## config.mk

```make
export PLATFORM = sky130hd
export DESIGN_NAME = ram_burst_master
export DESIGN_NICKNAME = d
export VERILOG_FILES = /design/src/rtl/ram_burst_pkg.sv /design/src/rtl/ram_rd_skid.sv /design/src/rtl/ram_burst_master.sv
export SDC_FILE = /design/constraint.sdc
export NUM_CORES = 1
export LEC_CHECK = 0
export BUFFER_PORTS_ARGS = -buffer_cell sky130_fd_sc_hd__buf_2
export CAP_MARGIN = 20
export CORE_ASPECT_RATIO = 0.75
export CORE_MARGIN = 5
export CORE_UTILIZATION = 40
export DETAILED_ROUTE_END_ITERATION = 8
export MAX_ROUTING_LAYER = met4
export PLACE_DENSITY = 0.75
export SETUP_SLACK_MARGIN = 0.3
export SYNTH_ARGS = -nofsm -noshare
export SYNTH_HDL_FRONTEND = slang
export SYNTH_SLANG_ARGS = --single-unit
```

## constraint.sdc

```tcl
create_clock -name Clk -period 2.4 [get_ports Clk]
set_clock_uncertainty 0.05 [all_clocks]
set_input_delay 0.12 -clock Clk [delete_from_list [all_inputs] [get_ports Clk]]
set_output_delay 0.12 -clock Clk [all_outputs]
set_load 0.02 [all_outputs]
```

## src/rtl/ram_burst_pkg.sv

```systemverilog
// Shared types and constants for the RAM burst master.
package ram_burst_pkg;

    typedef enum logic [1:0] {
        StIdle,
        StWrite,
        StRead,
        StDrain
    } state_e;

    // Read-return buffer depth and the matching occupancy counter width
    localparam int unsigned SKID_DEPTH = 2;
    localparam int unsigned SKID_CNT_W = $clog2(SKID_DEPTH + 1);

    // Width of the optional saturating stall counter
    localparam int unsigned STALL_WIDTH = 16;

endpackage

```

## src/rtl/ram_rd_skid.sv

```systemverilog
// Two-entry FIFO holding RAM read returns until the consumer takes them.
// Push and pop may happen in the same cycle.
module ram_rd_skid
    import ram_burst_pkg::*;
#(
    parameter int unsigned DATA_WIDTH = 8
) (
    input  logic                  i_clk,
    input  logic                  i_reset,
    input  logic                  i_push,
    input  logic [DATA_WIDTH-1:0] i_push_data,
    input  logic                  i_pop,
    output logic [DATA_WIDTH-1:0] o_head,
    output logic [SKID_CNT_W-1:0] o_count,
    output logic                  o_full,
    output logic                  o_empty
);

    localparam int unsigned PTR_W = $clog2(SKID_DEPTH);

    logic [DATA_WIDTH-1:0] r_mem [SKID_DEPTH];
    logic [PTR_W-1:0]      r_wr_ptr;
    logic [PTR_W-1:0]      r_rd_ptr;
    logic [SKID_CNT_W-1:0] r_count;
    logic                  w_do_push;
    logic                  w_do_pop;

    assign o_full    = (r_count == SKID_CNT_W'(SKID_DEPTH));
    assign o_empty   = (r_count == '0);
    assign o_count   = r_count;
    assign o_head    = r_mem[r_rd_ptr];
    assign w_do_pop  = i_pop && !o_empty;
    // A full buffer can still take a push when the head leaves this cycle
    assign w_do_push = i_push && (!o_full || w_do_pop);

    // Data storage needs no reset; occupancy alone decides validity
    always_ff @(posedge i_clk) begin
        if (w_do_push) begin
            r_mem[r_wr_ptr] <= i_push_data;
        end
    end

    // Pointer and occupancy bookkeeping
    always_ff @(posedge i_clk) begin
        if (i_reset) begin
            r_wr_ptr <= '0;
            r_rd_ptr <= '0;
            r_count  <= '0;
        end else begin
            if (w_do_push) begin
                r_wr_ptr <= r_wr_ptr + PTR_W'(1);
            end
            if (w_do_pop) begin
                r_rd_ptr <= r_rd_ptr + PTR_W'(1);
            end
            r_count <= r_count + SKID_CNT_W'(w_do_push) - SKID_CNT_W'(w_do_pop);
        end
    end

endmodule

```

## src/rtl/ram_burst_master.sv

```systemverilog
// Burst initiator for a single-port synchronous RAM. Write bursts stream WrData straight
// into RAM writes; read bursts issue addresses and return data through a 2-entry skid
// buffer under RdValid/RdReady flow control.
// Optional: define RAM_BURST_STATS_EN to add the saturating StallCount output.
module ram_burst_master
    import ram_burst_pkg::*;
#(
    parameter int unsigned DATA_WIDTH = 8,
    parameter int unsigned ADDR_WIDTH = 8,
    parameter int unsigned LEN_WIDTH  = 8
) (
    input  logic                   Clk,
    input  logic                   Reset,
    input  logic                   CmdValid,
    output logic                   CmdReady,
    input  logic                   CmdWrite,
    input  logic [ADDR_WIDTH-1:0]  CmdAddr,
    input  logic [LEN_WIDTH-1:0]   CmdLen,
    input  logic [DATA_WIDTH-1:0]  WrData,
    input  logic                   WrValid,
    output logic                   WrReady,
    output logic [DATA_WIDTH-1:0]  RdData,
    output logic                   RdValid,
    input  logic                   RdReady,
    output logic                   Done,
    output logic                   Busy,
    output logic [ADDR_WIDTH-1:0]  MemAddr,
    output logic                   MemWrite,
    output logic [DATA_WIDTH-1:0]  MemInput,
    input  logic [DATA_WIDTH-1:0]  MemOutput
`ifdef RAM_BURST_STATS_EN
    ,
    output logic [STALL_WIDTH-1:0] StallCount
`endif
);

    state_e                r_state;
    logic [ADDR_WIDTH-1:0] r_addr;
    logic [LEN_WIDTH-1:0]  r_remaining;
    logic                  r_inflight;
    logic                  r_done;

    logic [SKID_CNT_W-1:0] w_skid_count;
    logic                  w_skid_full;
    logic                  w_skid_empty;
    logic [DATA_WIDTH-1:0] w_skid_head;
    logic                  w_pop;
    logic [2:0]            w_occupancy;
    logic                  w_issue;
    logic                  w_last_word;
    logic                  w_drain_done;

    assign CmdReady = (r_state == StIdle);
    assign Busy     = (r_state != StIdle);
    assign WrReady  = (r_state == StWrite);
    // Gated with Reset so the edge that aborts a burst never writes the RAM
    assign MemWrite = WrReady && WrValid && !Reset;
    assign MemInput = WrReady ? WrData : '0;
    assign MemAddr  = r_addr;
    assign Done     = r_done;
    assign RdValid  = !w_skid_empty;
    assign RdData   = w_skid_head;

    assign w_pop       = RdValid && RdReady;
    assign w_last_word = (r_remaining == LEN_WIDTH'(1));
    // Buffered + returning - leaving: issue only while a slot is guaranteed
    assign w_occupancy = 3'(w_skid_count) + 3'(r_inflight) - 3'(w_pop);
    assign w_issue     = (r_state == StRead) && (w_occupancy < 3'd2);
    // Leave DRAIN on the edge that takes the final word
    assign w_drain_done = !r_inflight &&
                          (w_skid_empty || ((w_skid_count == SKID_CNT_W'(1)) && w_pop));

    ram_rd_skid #(
        .DATA_WIDTH (DATA_WIDTH)
    ) u_rd_skid (
        .i_clk       (Clk),
        .i_reset     (Reset),
        .i_push      (r_inflight),
        .i_push_data (MemOutput),
        .i_pop       (w_pop),
        .o_head      (w_skid_head),
        .o_count     (w_skid_count),
        .o_full      (w_skid_full),
        .o_empty     (w_skid_empty)
    );

    // Burst sequencing: command latch, address/length stepping, completion pulse
    always_ff @(posedge Clk) begin
        if (Reset) begin
            r_state     <= StIdle;
            r_addr      <= '0;
            r_remaining <= '0;
            r_inflight  <= 1'b0;
            r_done      <= 1'b0;
        end else begin
            r_done     <= 1'b0;
            r_inflight <= w_issue;
            case (r_state)
                StIdle: begin
                    if (CmdValid) begin
                        r_addr      <= CmdAddr;
                        r_remaining <= CmdLen;
                        if (CmdLen == '0) begin
                            r_done <= 1'b1;
                        end else if (CmdWrite) begin
                            r_state <= StWrite;
                        end else begin
                            r_state <= StRead;
                        end
                    end
                end
                StWrite: begin
                    if (WrValid) begin
                        r_addr      <= r_addr + ADDR_WIDTH'(1);
                        r_remaining <= r_remaining - LEN_WIDTH'(1);
                        if (w_last_word) begin
                            r_state <= StIdle;
                            r_done  <= 1'b1;
                        end
                    end
                end
                StRead: begin
                    if (w_issue) begin
                        r_addr      <= r_addr + ADDR_WIDTH'(1);
                        r_remaining <= r_remaining - LEN_WIDTH'(1);
                        if (w_last_word) begin
                            r_state <= StDrain;
                        end
                    end
                end
                StDrain: begin
                    if (w_drain_done) begin
                        r_state <= StIdle;
                        r_done  <= 1'b1;
                    end
                end
                default: r_state <= StIdle;
            endcase
        end
    end

    // The issue rule must never return a word into a buffer that cannot take it
    assert property (@(posedge Clk) disable iff (Reset)
        !(r_inflight && w_skid_full && !w_pop));

`ifdef RAM_BURST_STATS_EN
    logic [STALL_WIDTH-1:0] r_stall_count;
    logic                   w_stall;

    assign w_stall = (WrReady && !WrValid) ||
                     (((r_state == StRead) || (r_state == StDrain)) && RdValid && !RdReady);
    assign StallCount = r_stall_count;

    // Saturating stall counter, restarted by every accepted command
    always_ff @(posedge Clk) begin
        if (Reset || (CmdValid && CmdReady)) begin
            r_stall_count <= '0;
        end else if (w_stall && (r_stall_count != '1)) begin
            r_stall_count <= r_stall_count + STALL_WIDTH'(1);
        end
    end
`endif

endmodule

```

Word level (Yosys, flattened, before mapping) --
Memories as Yosys holds them, arrays and structs flattened. A register that Yosys moved wholly into a read port is not among the register bits. Index checks and enable logic that the tools add are counted.
Word-level totals: register bits 24, input bits 38, memories 1, output and inout port bits 30, bits in writable memories 16, word-level logic and storage cells 80
Memories:
- u_rd_skid.r_mem | depth 2, bits a word 8, rd ports 1, clocked after memory_dff 1, write ports 1, RTL line ram_rd_skid.sv:21 | logic [DATA_WIDTH-1:0] r_mem [SKID_DEPTH];
Operators by class: equality and inequality tests 13, multiplexer cells 28, reduce and logical (&&, ||, !) cells 21, magnitude comparators 1, add/sub/neg operators 8
Operators by type and width (number):
- $mux W8 | 7
- $pmux W8 S3 | 2
- $mux W2 | 8
- $ne A2 B2 Y1 const B | 6
- $mux W1 | 9
- $add A8 B1 Y8 const B | 1
- $eq A8 B1 Y1 const B | 1
- $logic_and A1 B1 Y1 | 8
- $logic_not A8 Y1 | 1
- $pmux W2 S4 | 1
- $sub A8 B1 Y8 const B | 1
- $reduce_and A7 Y1 | 1
- $eq A2 B2 Y1 const B | 3
- $eq A2 B1 Y1 const B | 2
- $logic_not A1 Y1 | 4
- $logic_not A2 Y1 | 2
- $reduce_and A4 Y1 | 1
- $add A2 B1 Y3 | 1
- $lt A3 B2 Y1 const B | 1
- $pmux W1 S3 | 1
- $reduce_bool A3 Y1 | 1
- $sub A3 B1 Y3 | 1
- $add A1 B1 Y1 const B | 2
- $add A2 B1 Y2 | 1
- other kinds (4) | 5

Logic depth before layout (Yosys ltp) --
depth after elaboration 8, mapped depth 11, depth with buffers taken out 10

By module --
A second synthesis with hierarchy kept.
Second synthesis, totals: cells, all modules 238, area, all modules 2230.9 µm²
By module, submodules not included:
- ram_burst_master | sequential area each 400.4 µm², times used 1, area each 1405.1 µm², cells each 186
- ram_rd_skid | sequential area each 580.6 µm², times used 1, area each 825.8 µm², cells each 52

Least setup slack after synthesis --
OpenSTA, ideal clock, no wires.
kind reg-to-reg, start point reg u_rd_skid.r_count[1], in the netlist u_rd_skid.o_count[1], end point reg r_addr[0], in the netlist MemAddr[0], setup time 0.086 ns, path buffers 0, path slack 0.045 ns, stages on the path, launching flop included 10, data required time 2.264 ns, clock period less this slack 2.355 ns, arrival 2.218 ns, cell sequence dfxtp_1 inv_1 a21oi_1 ha_1 nor2b_1 fa_1 o21ai_2 and3_4 o21ai_0 a221oi_2
Between the ends: word-level cells in the longest chain between the ends 8, elaborated cells on any way between the ends 9, classes of those cells 2 x add/sub; 1 x order compare; 1 x eq/ne; 5 x reduce/logical
Ends and longest elaborated chain:
- from (decl) | RTL line ram_rd_skid.sv:24 | logic [SKID_CNT_W-1:0] r_count;
- from (signal assigned) | RTL line ram_rd_skid.sv:56 | r_count <= r_count + SKID_CNT_W'(w_do_push) - SKID_CNT_W'(w_do_pop);
- parallel branches: the longest is 3 deep, another holds $add A2 B1 Y3
- $sub A3 B1 Y3 * | RTL line ram_burst_master.sv:67 | assign w_occupancy = 3'(w_skid_count) + 3'(r_inflight) - 3'(w_pop);
- $lt A3 B2 Y1 * | RTL line ram_burst_master.sv:68 | assign w_issue = (r_state == StRead) && (w_occupancy < 3'd2);
- $logic_and A1 B1 Y1 * | RTL line ram_burst_master.sv:68
- $ne A2 B2 Y1 (no source line) *
- $reduce_and A4 Y1 (no source line) *
- to (signal assigned) | RTL line ram_burst_master.sv:101 | r_addr <= CmdAddr;
- to (signal assigned) | RTL line ram_burst_master.sv:114 | r_addr <= r_addr + ADDR_WIDTH'(1);
- to (signal assigned) | RTL line ram_burst_master.sv:124 | r_addr <= r_addr + ADDR_WIDTH'(1);
- to (decl) | RTL line ram_burst_master.sv:38 | logic [ADDR_WIDTH-1:0] r_addr;
Every way passes the cells marked *. A chain may end at the register's enable or synchronous reset.

Worst setup path after layout --
start point reg u_rd_skid.r_count[0], in the netlist u_rd_skid.o_count[0], end point reg r_remaining[2]
Between the ends: word-level cells in the longest chain between the ends 8, elaborated cells on any way between the ends 9, classes of those cells 2 x add/sub; 1 x order compare; 1 x eq/ne; 5 x reduce/logical
Ends and longest elaborated chain:
- parallel branches: the longest is 3 deep, another holds $add A2 B1 Y3
- $sub A3 B1 Y3 * | RTL line ram_burst_master.sv:67
- $lt A3 B2 Y1 * | RTL line ram_burst_master.sv:68
- $logic_and A1 B1 Y1 * | RTL line ram_burst_master.sv:68
- $ne A2 B2 Y1 (no source line) *
- $reduce_and A4 Y1 (no source line) *
- to (signal assigned) | RTL line ram_burst_master.sv:102 | r_remaining <= CmdLen;
- to (signal assigned) | RTL line ram_burst_master.sv:115 | r_remaining <= r_remaining - LEN_WIDTH'(1);
- to (signal assigned) | RTL line ram_burst_master.sv:125 | r_remaining <= r_remaining - LEN_WIDTH'(1);
- to (decl) | RTL line ram_burst_master.sv:39 | logic [LEN_WIDTH-1:0] r_remaining;
Marked as above.

==> flow_metrics.py <==
metrics = {
    "pwr": {
        "cellPowerDensity_nw_per_um2": 1440,
        "clock_power_share": 0.101,
        "fin_total_pwr_mw": 4.39,
        "netSwitchingPower_mw": 2.01,
        "netSwitchingFraction": 0.457,
        "seq_power_share": 0.259,
        "peakVddDrop_v": 0.000688,
        "p_int_mw": 2.39,
        "leakage_nw": 1.30,
        "combPwrFrac": 0.640,
    },
    "cells_and_area": {
        "instances_no_fill": 398,
        "final_cell_mix": "67 x buf_2, 23 x dfxtp_1, 19 x nand2_1",
        "syn_to_final_growth_pct": 37.0,
        "nFillCells": 463,
        "drive_gt1_frac": 0.415,
        "post-route-util": 0.567,
        "n_antenna_cell": 0,
        "fin_area_um2": 3050,
        "fin_nets": 371,
        "final_common_cell": "buf_2",
    },
    "timing": {
        "min_period_ns": 2.35,
        "rsz0062_at_grt": "true",
        "finalSetupViolations": 0,
        "max_freq_mhz": 426,
        "fin_crit_sh": 0.977,
        "worst_slack_ns": 0.0548,
        "finalHoldViolCount": 0,
        "tns_ns": 0,
        "worst_pin_slew_ns": 0.645,
        "timing.final.max_slew_violations": 0,
        "maxSlewHeadroom": 0.570,
        "hold_ws_ns": 0.0941,
    },
    "worst_setup_path": {
        "cp_num_buf_inv": 3,
        "crit_end": "r_remaining[2]",
        "critPathLaunchType": "flip-flop",
        "r2r-start": "u_rd_skid.o_count[0]",
        "max_stage_delay_ns": 0.44,
        "r2r_slack_ns": 0.05,
        "crit_family": "adder cells",
        "worst-path-stages": 11,
        "startpoint": "u_rd_skid.o_count[0]",
        "cp_max_fo": 10,
        "crit_path_top_delay_cell": "fa_2",
        "crit_type": "reg -> reg",
        "r2r-end": "r_remaining[2]",
        "path_cells": "inv_4 > a21oi_4 > ha_4 > nor2b_4 > fa_2 > o21ai_2 > buf_6 > nand3_4 > buf_12 > nor3_1 > a31o_2",
        "reg2reg_depth": 11,
        "arrival_ns": 2.54,
        "cp-end-kind": "flip-flop",
        "cp.required_ns": 2.59,
    },
    "detailed_routing": {
        "drt_pass1_iterations": 4,
        "drc": 0,
        "dr.first_iter.drc_count": 147,
        "antenna_left": 0,
        "routed_via_density": 5.21,
        "wirelength_um": 6030,
        "vias": 2074,
        "wl_per_cell_um": 15.1,
    },
    "placement": {
        "place_inst": 371,
        "place_area_um2": 2660,
        "pre_cts_ws_ns": -0.0717,
        "gp_congestion": 0.833,
        "port_buffers": 67,
        "dp.final_hpwl_um": 4060,
    },
    "clock_network": {
        "cts_made_buffers": 5,
        "tritoncts": "built",
        "clk_path_buf_depth": 2,
        "cts_sinks": 41,
        "clk_pin_slew_ns": 0.09,
        "clkLatencyLatePin_ns": 0.29,
        "htreeDepth": 2,
        "cts-root-buf": "clkbuf_8",
    },
    "logic_synthesis": {
        "ys_seq_area_frac": 0.441,
        "synthFlopType": "dfxtp_1",
        "synthCells": 234,
        "syn_avg_cell_area_um2": 9.51,
        "async_flop_share": 0,
        "synth_edf_count": 16,
        "syn_area_um2": 2230,
        "ys_types": 46,
        "synth_nets": 283,
        "synth_seq_cells": 41,
        "yosysWarnings": 0,
    },
    "global_routing": {
        "grt_pass1_vias": 2047,
        "grt_pass1_wl_um": 9010,
        "antenna_found_initial": 0,
        "grt.overflow.total": 0,
        "grt_start_max_net_pins": 27,
        "track_usage": 0.165,
    },
    "die": {
        "dieArea_um2": 7170,
        "start_util": 0.414,
        "ioPinCount": 68,
        "core_area_um2": 5380,
        "die_x_um": 96.1,
        "rows": 23,
        "die_y_um": 74.6,
    },
    "run": {
        "cap_violations": 0,
    },
    "run_status": {
        "outcome": "finished, final reports clean",
    },
    "min_path": {
        "hold_class": "in -> reg",
    },
}
worst reg2reg max path: stages (launching register included):
cell and delay, ns:
dfxtp_2 0.36, inv_4 0.05, a21oi_4 0.18, ha_4 0.23, nor2b_4 0.12, fa_2 0.44
o21ai_2 0.16, buf_6 0.13, nand3_4 0.10, buf_12 0.17, nor3_1 0.18, a31o_2 0.13
per-layer routing:
layer | track usage | up-vias | wire (µm)
li1 | - | 1012 | -
met1 | 0.204 | 968 | 2640
met2 | 0.269 | 86 | 2880
met3 | 0.0364 | 8 | 442
met4 | 0.0505 | 0 | 63
met5 | - | - | 0
worst min path at each step:
| stage | from | end | slack (ns) | cells past startpoint |
|---|---|---|---|---|
| after detailed placement | MemOutput[7] | u_rd_skid.r_mem[1][7] | 0.26 | 1 |
| after floorplan | MemOutput[0] | u_rd_skid.r_mem[0][0] | 0.17 | 0 |
| after global routing | CmdAddr[0] | MemAddr[0] | 0.09 | 3 |
| after CTS | CmdLen[0] | r_remaining[0] | 0.08 | 3 |
| final | CmdAddr[0] | MemAddr[0] | 0.09 | 3 |
| after global placement | MemOutput[2] | u_rd_skid.r_mem[0][2] | 0.26 | 1 |
repair_timing:
item                                   4_1_cts  5_1_grt
resized for setup                            7       21
cloned                                       0        2
setup endpoints to repair                   18       19
hold buffers                                 8        0
buffers inserted                             8        1
pin swaps                                    8       12
endpoints found under the hold margin       16        0
layout make-up:
cell class / instances / area (µm²) / share of cell area
Clock buffer: 5 / 68.8 / 0.0226
Timing Repair Buffer: 93 / 592 / 0.194
Tap cell: 75 / 93.8 / 0.0308
Sequential cell: 41 / 986 / 0.323
Inverter: 16 / 65.1 / 0.0213
Multi-Input combinational cell: 165 / 1230 / 0.402
Clock inverter: 3 / 17.5 / 0.00574
power by group through the flow:
stage	clock [mW]	combinational [mW]	sequential, mW
final	0.443	2.81	1.14
after global routing	0.483	3.04	1.16
after CTS	0.455	2.42	1.11
after detailed placement	0	2.25	1.12
after global placement	0	2.19	1.12
after floorplan	0	1.70	1.13
sequential cells by signal (all words and copies together) (netlist names), named ones only:
name / flops
r_state: 2
u_rd_skid.o_count: 2
MemAddr: 8
u_rd_skid.r_wr_ptr: 1
r_inflight: 1
r_remaining: 8
u_rd_skid.r_rd_ptr: 1
Done: 1
u_rd_skid.r_mem: 16
synth_stat cells (all sizes together) (5+ instances only):
library cell,n,area share
nor2,14,0.024
nor3,10,0.025
and2,9,0.025
a21oi,22,0.051
nor2b,5,0.014
mux2,9,0.046
inv,15,0.025
edfxtp,16,0.22
ha,10,0.056
dfxtp,25,0.22
nand3,9,0.020
clkbuf,8,0.017
nand2,20,0.034
o21ai,14,0.033
cell families after synthesis:
family,Yosys count,synth area share
and+or+nand+nor,82,0.193
AOI/OAI and AO/OA,56,0.168
DFF,41,0.441
buffers and inverters,28,0.0585
muxes,12,0.0590
adders and majority gates,11,0.0652
xor gates and xnor gates,4,0.0157
Power figures use the tool's default switching activity.
